[src/rtl/led_pattern_engine.sv]
// LED pattern engine: WIDTH-bit pattern stepped by a built-in prescaler.
// Modes: rotate left, rotate right, ping-pong, fill/empty bar.
module led_pattern_engine #(
    parameter int WIDTH   = 8,
    parameter int DIV_MAX = 25000000,
    parameter int DIV_W   = 25
) (
    input  logic             clk_50M,
    input  logic             reset,
    input  logic             enable,
    input  logic [1:0]       mode,
    output logic [WIDTH-1:0] q,
    output logic             tick,
    output logic             wrap
);

    typedef enum logic {DIR_UP, DIR_DOWN} dir_e;
    typedef enum logic {PH_FILL, PH_EMPTY} phase_e;

    localparam logic [DIV_W-1:0] CNT_LAST = DIV_W'(DIV_MAX - 1);
    localparam logic [WIDTH-1:0] P_ONE    = WIDTH'(1);
    localparam logic [WIDTH-1:0] P_MSB    = {1'b1, {(WIDTH-1){1'b0}}};
    localparam logic [WIDTH-1:0] P_ALL    = {WIDTH{1'b1}};
    localparam logic [WIDTH-1:0] P_ZERO   = '0;

    logic [WIDTH-1:0] q_q, q_d;
    logic [DIV_W-1:0] cnt_q, cnt_d;
    logic [1:0]       mode_q, mode_d;
    dir_e             dir_q, dir_d;
    phase_e           phase_q, phase_d;
    logic             tick_q, tick_d;
    logic             wrap_q, wrap_d;
    logic             step;
    logic             period_end;

    function automatic logic [WIDTH-1:0] init_pat(input logic [1:0] m);
        logic [WIDTH-1:0] p;
        unique case (m)
            2'd0:    p = P_ONE;
            2'd1:    p = P_MSB;
            2'd2:    p = P_ONE;
            default: p = P_ZERO;
        endcase
        return p;
    endfunction

    always_comb begin
        q_d        = q_q;
        cnt_d      = cnt_q;
        mode_d     = mode_q;
        dir_d      = dir_q;
        phase_d    = phase_q;
        tick_d     = 1'b0;
        wrap_d     = 1'b0;
        step       = 1'b0;
        period_end = 1'b0;

        if (mode != mode_q) begin
            // reload discards any step that falls due in this cycle
            q_d     = init_pat(mode);
            cnt_d   = '0;
            mode_d  = mode;
            dir_d   = DIR_UP;
            phase_d = PH_FILL;
        end else if (enable) begin
            if (cnt_q == CNT_LAST) begin
                cnt_d = '0;
                step  = 1'b1;
            end else begin
                cnt_d = cnt_q + DIV_W'(1);
            end

            if (step) begin
                unique case (mode_q)
                    2'd0: begin
                        q_d        = {q_q[WIDTH-2:0], q_q[WIDTH-1]};
                        period_end = q_q[WIDTH-1];
                    end
                    2'd1: begin
                        q_d        = {q_q[0], q_q[WIDTH-1:1]};
                        period_end = q_q[0];
                    end
                    2'd2: begin
                        if (dir_q == DIR_UP) begin
                            q_d = q_q << 1;
                            if (q_d == P_MSB) dir_d = DIR_DOWN;
                        end else begin
                            q_d = q_q >> 1;
                            if (q_d == P_ONE) begin
                                dir_d      = DIR_UP;
                                period_end = 1'b1;
                            end
                        end
                    end
                    default: begin
                        if (phase_q == PH_FILL) begin
                            q_d = {q_q[WIDTH-2:0], 1'b1};
                            if (q_d == P_ALL) phase_d = PH_EMPTY;
                        end else begin
                            q_d = q_q << 1;
                            if (q_d == P_ZERO) begin
                                phase_d    = PH_FILL;
                                period_end = 1'b1;
                            end
                        end
                    end
                endcase
                tick_d = 1'b1;
                wrap_d = period_end;
            end
        end
    end

    always_ff @(posedge clk_50M) begin
        if (reset) begin
            q_q     <= init_pat(mode);
            cnt_q   <= '0;
            mode_q  <= mode;
            dir_q   <= DIR_UP;
            phase_q <= PH_FILL;
            tick_q  <= 1'b0;
            wrap_q  <= 1'b0;
        end else begin
            q_q     <= q_d;
            cnt_q   <= cnt_d;
            mode_q  <= mode_d;
            dir_q   <= dir_d;
            phase_q <= phase_d;
            tick_q  <= tick_d;
            wrap_q  <= wrap_d;
        end
    end

    assign q    = q_q;
    assign tick = tick_q;
    assign wrap = wrap_q;

endmodule

[config.mk]
export PLATFORM = sky130hd
export DESIGN_NAME = led_pattern_engine
export DESIGN_NICKNAME = d
export VERILOG_FILES = /design/src/rtl/led_pattern_engine.sv
export SDC_FILE = /design/constraint.sdc
export NUM_CORES = 1
export LEC_CHECK = 0
export BUFFER_PORTS_ARGS = -buffer_cell sky130_fd_sc_hd__clkbuf_2
export CORE_ASPECT_RATIO = 0.7
export CORE_MARGIN = 10
export CORE_UTILIZATION = 35
export CTS_BUF_LIST = sky130_fd_sc_hd__clkbuf_16
export DETAILED_ROUTE_END_ITERATION = 10
export HOLD_SLACK_MARGIN = 0.05
export PLACE_DENSITY_LB_ADDON = 0.2
export SLEW_MARGIN = 25
export SYNTH_ARGS = -nofsm -noshare
export SYNTH_HDL_FRONTEND = slang
export SYNTH_SLANG_ARGS = --single-unit
[constraint.sdc]
create_clock -name clk_50M -period 1.8 [get_ports clk_50M]
set_clock_uncertainty 0.05 [all_clocks]
set_input_delay 0.27 -clock clk_50M [delete_from_list [all_inputs] [get_ports clk_50M]]
set_output_delay 0.27 -clock clk_50M [all_outputs]
set_load 0.05 [all_outputs]
==> impl_metrics.csv <==
group,metric,value,unit
timing,max_freq,0.562,GHz
hold_path,hold_path.class,"in2reg",
clock_network,cts_tree,"built",
worst_setup_path,regToRegSetupSlack,0.02,ns
cells_and_area,layout-drive-gt1-share,0.338,
timing,finalHoldViolCount,0,
grt,grt_pass1_vias,1621,
cells_and_area,antennaDiodeCount,0,
logic_synthesis,ys_ff_latch,39,
die,die_area,9280,um2
routing,drtAntennaViolNets,0,
place,dp_hpwl,3480,um
place,placed_cells,329,
logic_synthesis,netlist_area,2030,um2
clock_network,cts-htree-levels,2,
worst_setup_path,crit_family,"simple AND/OR/NAND/NOR gates",
place,io_buffers,14,
logic_synthesis,syn_area_per_cell,9.52,um2
timing,fin_crit,1.78,ns
logic_synthesis,synthFlopType,"dfxtp_1",
worst_setup_path,r2r-start,"cnt_q[0]",
pwr,total_power,2.42,mW
cells_and_area,seqCellArea,883,um2
routing,wl,4760,um
hold_path,whs_path_depth,1,
logic_synthesis,yosysSeqAreaShare,0.435,
worst_setup_path,path_buf_inv,1,
timing,max_slew_margin,0.706,
clock_network,cts_made_buffers,5,
worst_setup_path,startpoint_type,"flop",
cells_and_area,nets,274,
logic_synthesis,yosys_warnings,0,
job,max_cap_viol_count,0,
routing,drtPass1Iterations,4,
clock_network,root_buffer,"clkbuf_16",
clock_network,clock_latency,0.28,ns
cells_and_area,final_cells,344,
worst_setup_path,end_kind,"flop",
grt,grt_max_degree,18,
worst_setup_path,crit_slowest_cell,"or4_4",
worst_setup_path,rr_endpoint,"cnt_q[22]",
place,placedInstanceArea,2420,um2
logic_synthesis,synth.distinct_cells,42,
die,die_h,83.7,um
cells_and_area,postLayoutCellArea,2720,um2
pwr,cellPowerDensity,888,nW/um2
clock_network,path_clk_slew,0.06,ns
cells_and_area,multi_input_area,1120,um2
cells_and_area,syn_to_final_growth,34.3,%
timing,period_share,0.988,
clock_network,hold_buffers,0,
worst_setup_path,crit_chain,"ha_2 -> and4_4 -> nand4_1 -> buf_4 -> or4_4 -> a21oi_2",
timing,worst_pin_slew,0.437,ns
grt,gr-total-overflow,0,
clock_network,clk_path_buf_depth,2,
worst_setup_path,required,1.97,ns
routing,avgRoutedWirePerCell,13.8,um
clock_network,clock-sinks,39,
logic_synthesis,synth_area_leaders,"dfxtp_1 (29%), edfxtp_1 (15%), nor2_1 (4.4%)",
routing,drc,0,
cells_and_area,fill_cells,536,
pwr,max-vdd-ir-drop,528,uV
die,pin_count,15,
die,start_util,0.358,
place,place_congestion,0.807,
run_status,outcome,"complete, no violations",
logic_synthesis,netlist.area_leader.share,0.286,
grt,antenna_found_initial,0,
logic_synthesis,syn_nets,219,
routing,vias,1769,
logic_synthesis,ys_async_sr_fraction,0,
die,core,5670,um2
worst_setup_path,crit_fanout,5,
timing,report.final.setup_viol,0,
routing,drt_iter0_markers,72,
hold_path,hold_end,"mode_q[1]",
worst_setup_path,crit_start,"cnt_q[0]",
routing,viasPerCell,5.14,
grt,track_usage,0.101,
die,rows,23,
worst_setup_path,r2r_cells,6,
grt,grt_pass1_wl,7910,um
pwr,p_leak,0.973,nW
logic_synthesis,synth_edf_count,10,
die,die_w,111,um
hold_path,hp-start,"mode[1]",
timing,slew_viol_final,0,
worst_setup_path,arrival,1.95,ns
worst_setup_path,cpPeakStageDelay,0.41,ns
logic_synthesis,syn_inst,213,
logic_synthesis,yosysTopAreaCell,"dfxtp_1",
worst_setup_path,path_class,"reg2reg",
timing,rsz0062_at_grt,"true",
## cell families after synthesis
family	after synthesis	synth area share
muxes	8	0.0395
buffers and inverters	13	0.0401
AOI/OAI and AO/OA	40	0.140
xor gates and xnor gates	13	0.0562
adders and majority gates	1	0.00617
and+or+nand+nor	99	0.283
DFF	39	0.435
## layer usage
| layer | track usage | part of all wire |
|---|---|---|
| met5 | 0 | 0 |
| met4 | 0.0389 | 0.015 |
| met3 | 0.0273 | 0.036 |
| met2 | 0.140 | 0.42 |
| met1 | 0.143 | 0.52 |
## sequential cells by signal (all words and copies together) (netlist names)
name     cells
tick         1
mode_q       2
q            8
cnt_q       25
phase_q      1
wrap         1
dir_q        1
## cell type report
class	count	share of cell area
Inverter	5	0.00690
Clock buffer	5	0.0460
Clock inverter	3	0.0248
Sequential cell	39	0.325
Multi-Input combinational cell	161	0.411
Tap cell	75	0.0345
Timing Repair Buffer	56	0.152
## report_power, final
part	switching (mW)	leakage (nW)	internal (mW)	total, mW
clock network	0.337	0.0900	0.793	1.13
logic	0.203	0.537	0.129	0.333
registers	0.0231	0.347	0.930	0.953
## what timing repair did
item / CTS / global route
pin swaps: 1 / 6
endpoints found under the setup margin: 5 / 25
resized for setup: 2 / 13
buffers inserted: 0 / 7
## synth_stat cells, types with 6 or more instances
cell type / count
dfxtp_1: 29
and4_1: 7
a21oi_1: 9
edfxtp_1: 10
xor2_1: 6
mux2i_1: 8
nor2_1: 24
nand4_1: 11
xnor2_1: 7
o21ai_0: 7
or3_1: 10
a21oi_2: 7
or4_1: 7
nand2_1: 13
o31ai_1: 8
## layout by cell type (no fill, tap or decap), types with 2 or more instances in the layout
master	instances
buf_4	39
dfxtp_1	27
nor2_1	22
clkbuf_2	14
nand2_1	13
nand4_1	11
edfxtp_1	10
a21oi_1	9
or3_1	9
mux2i_1	8
xnor2_1	7
o31ai_1	7
a21oi_2	7
o21ai_0	7
xor2_1	6
inv_1	5
and4_1	5
or4_1	5
nand3_1	5
clkbuf_16	5
and3_1	4
nor3b_1	3
nand4_2	3
nor3_1	3
nand2b_1	2
nor4_2	2
nand3b_1	2
nor2_2	2
or4_4	2
bufinv_16	2
dfxtp_2	2
buf_12	2
## through the flow
stage / worst slack (ns) / hold WS (ns) / util / TNS, ns
floorplan: -0.0240 / 0.319 / - / -0.0240
global placement: 0.0266 / 0.434 / 0.427 / 0
detailed placement: -0.0729 / 0.436 / 0.427 / -0.113
CTS: -0.0474 / 0.148 / 0.463 / -0.0808
global route: -0.0421 / 0.158 / 0.480 / -0.137
finish: 0.0208 / 0.158 / 0.480 / 0
## worst max path at each step
stage / end / slack [ns] / cells after the start
2_1_floorplan: phase_q / -0.02 / 4
3_5_place_dp: q[7] / -0.07 / 4
3_3_place_gp: wrap / 0.03 / 5
5_1_grt: cnt_q[22] / -0.04 / 6
4_1_cts: cnt_q[16] / -0.05 / 6
6_report: cnt_q[22] / 0.02 / 6
No activity file was read; power rests on OpenSTA's default activity.
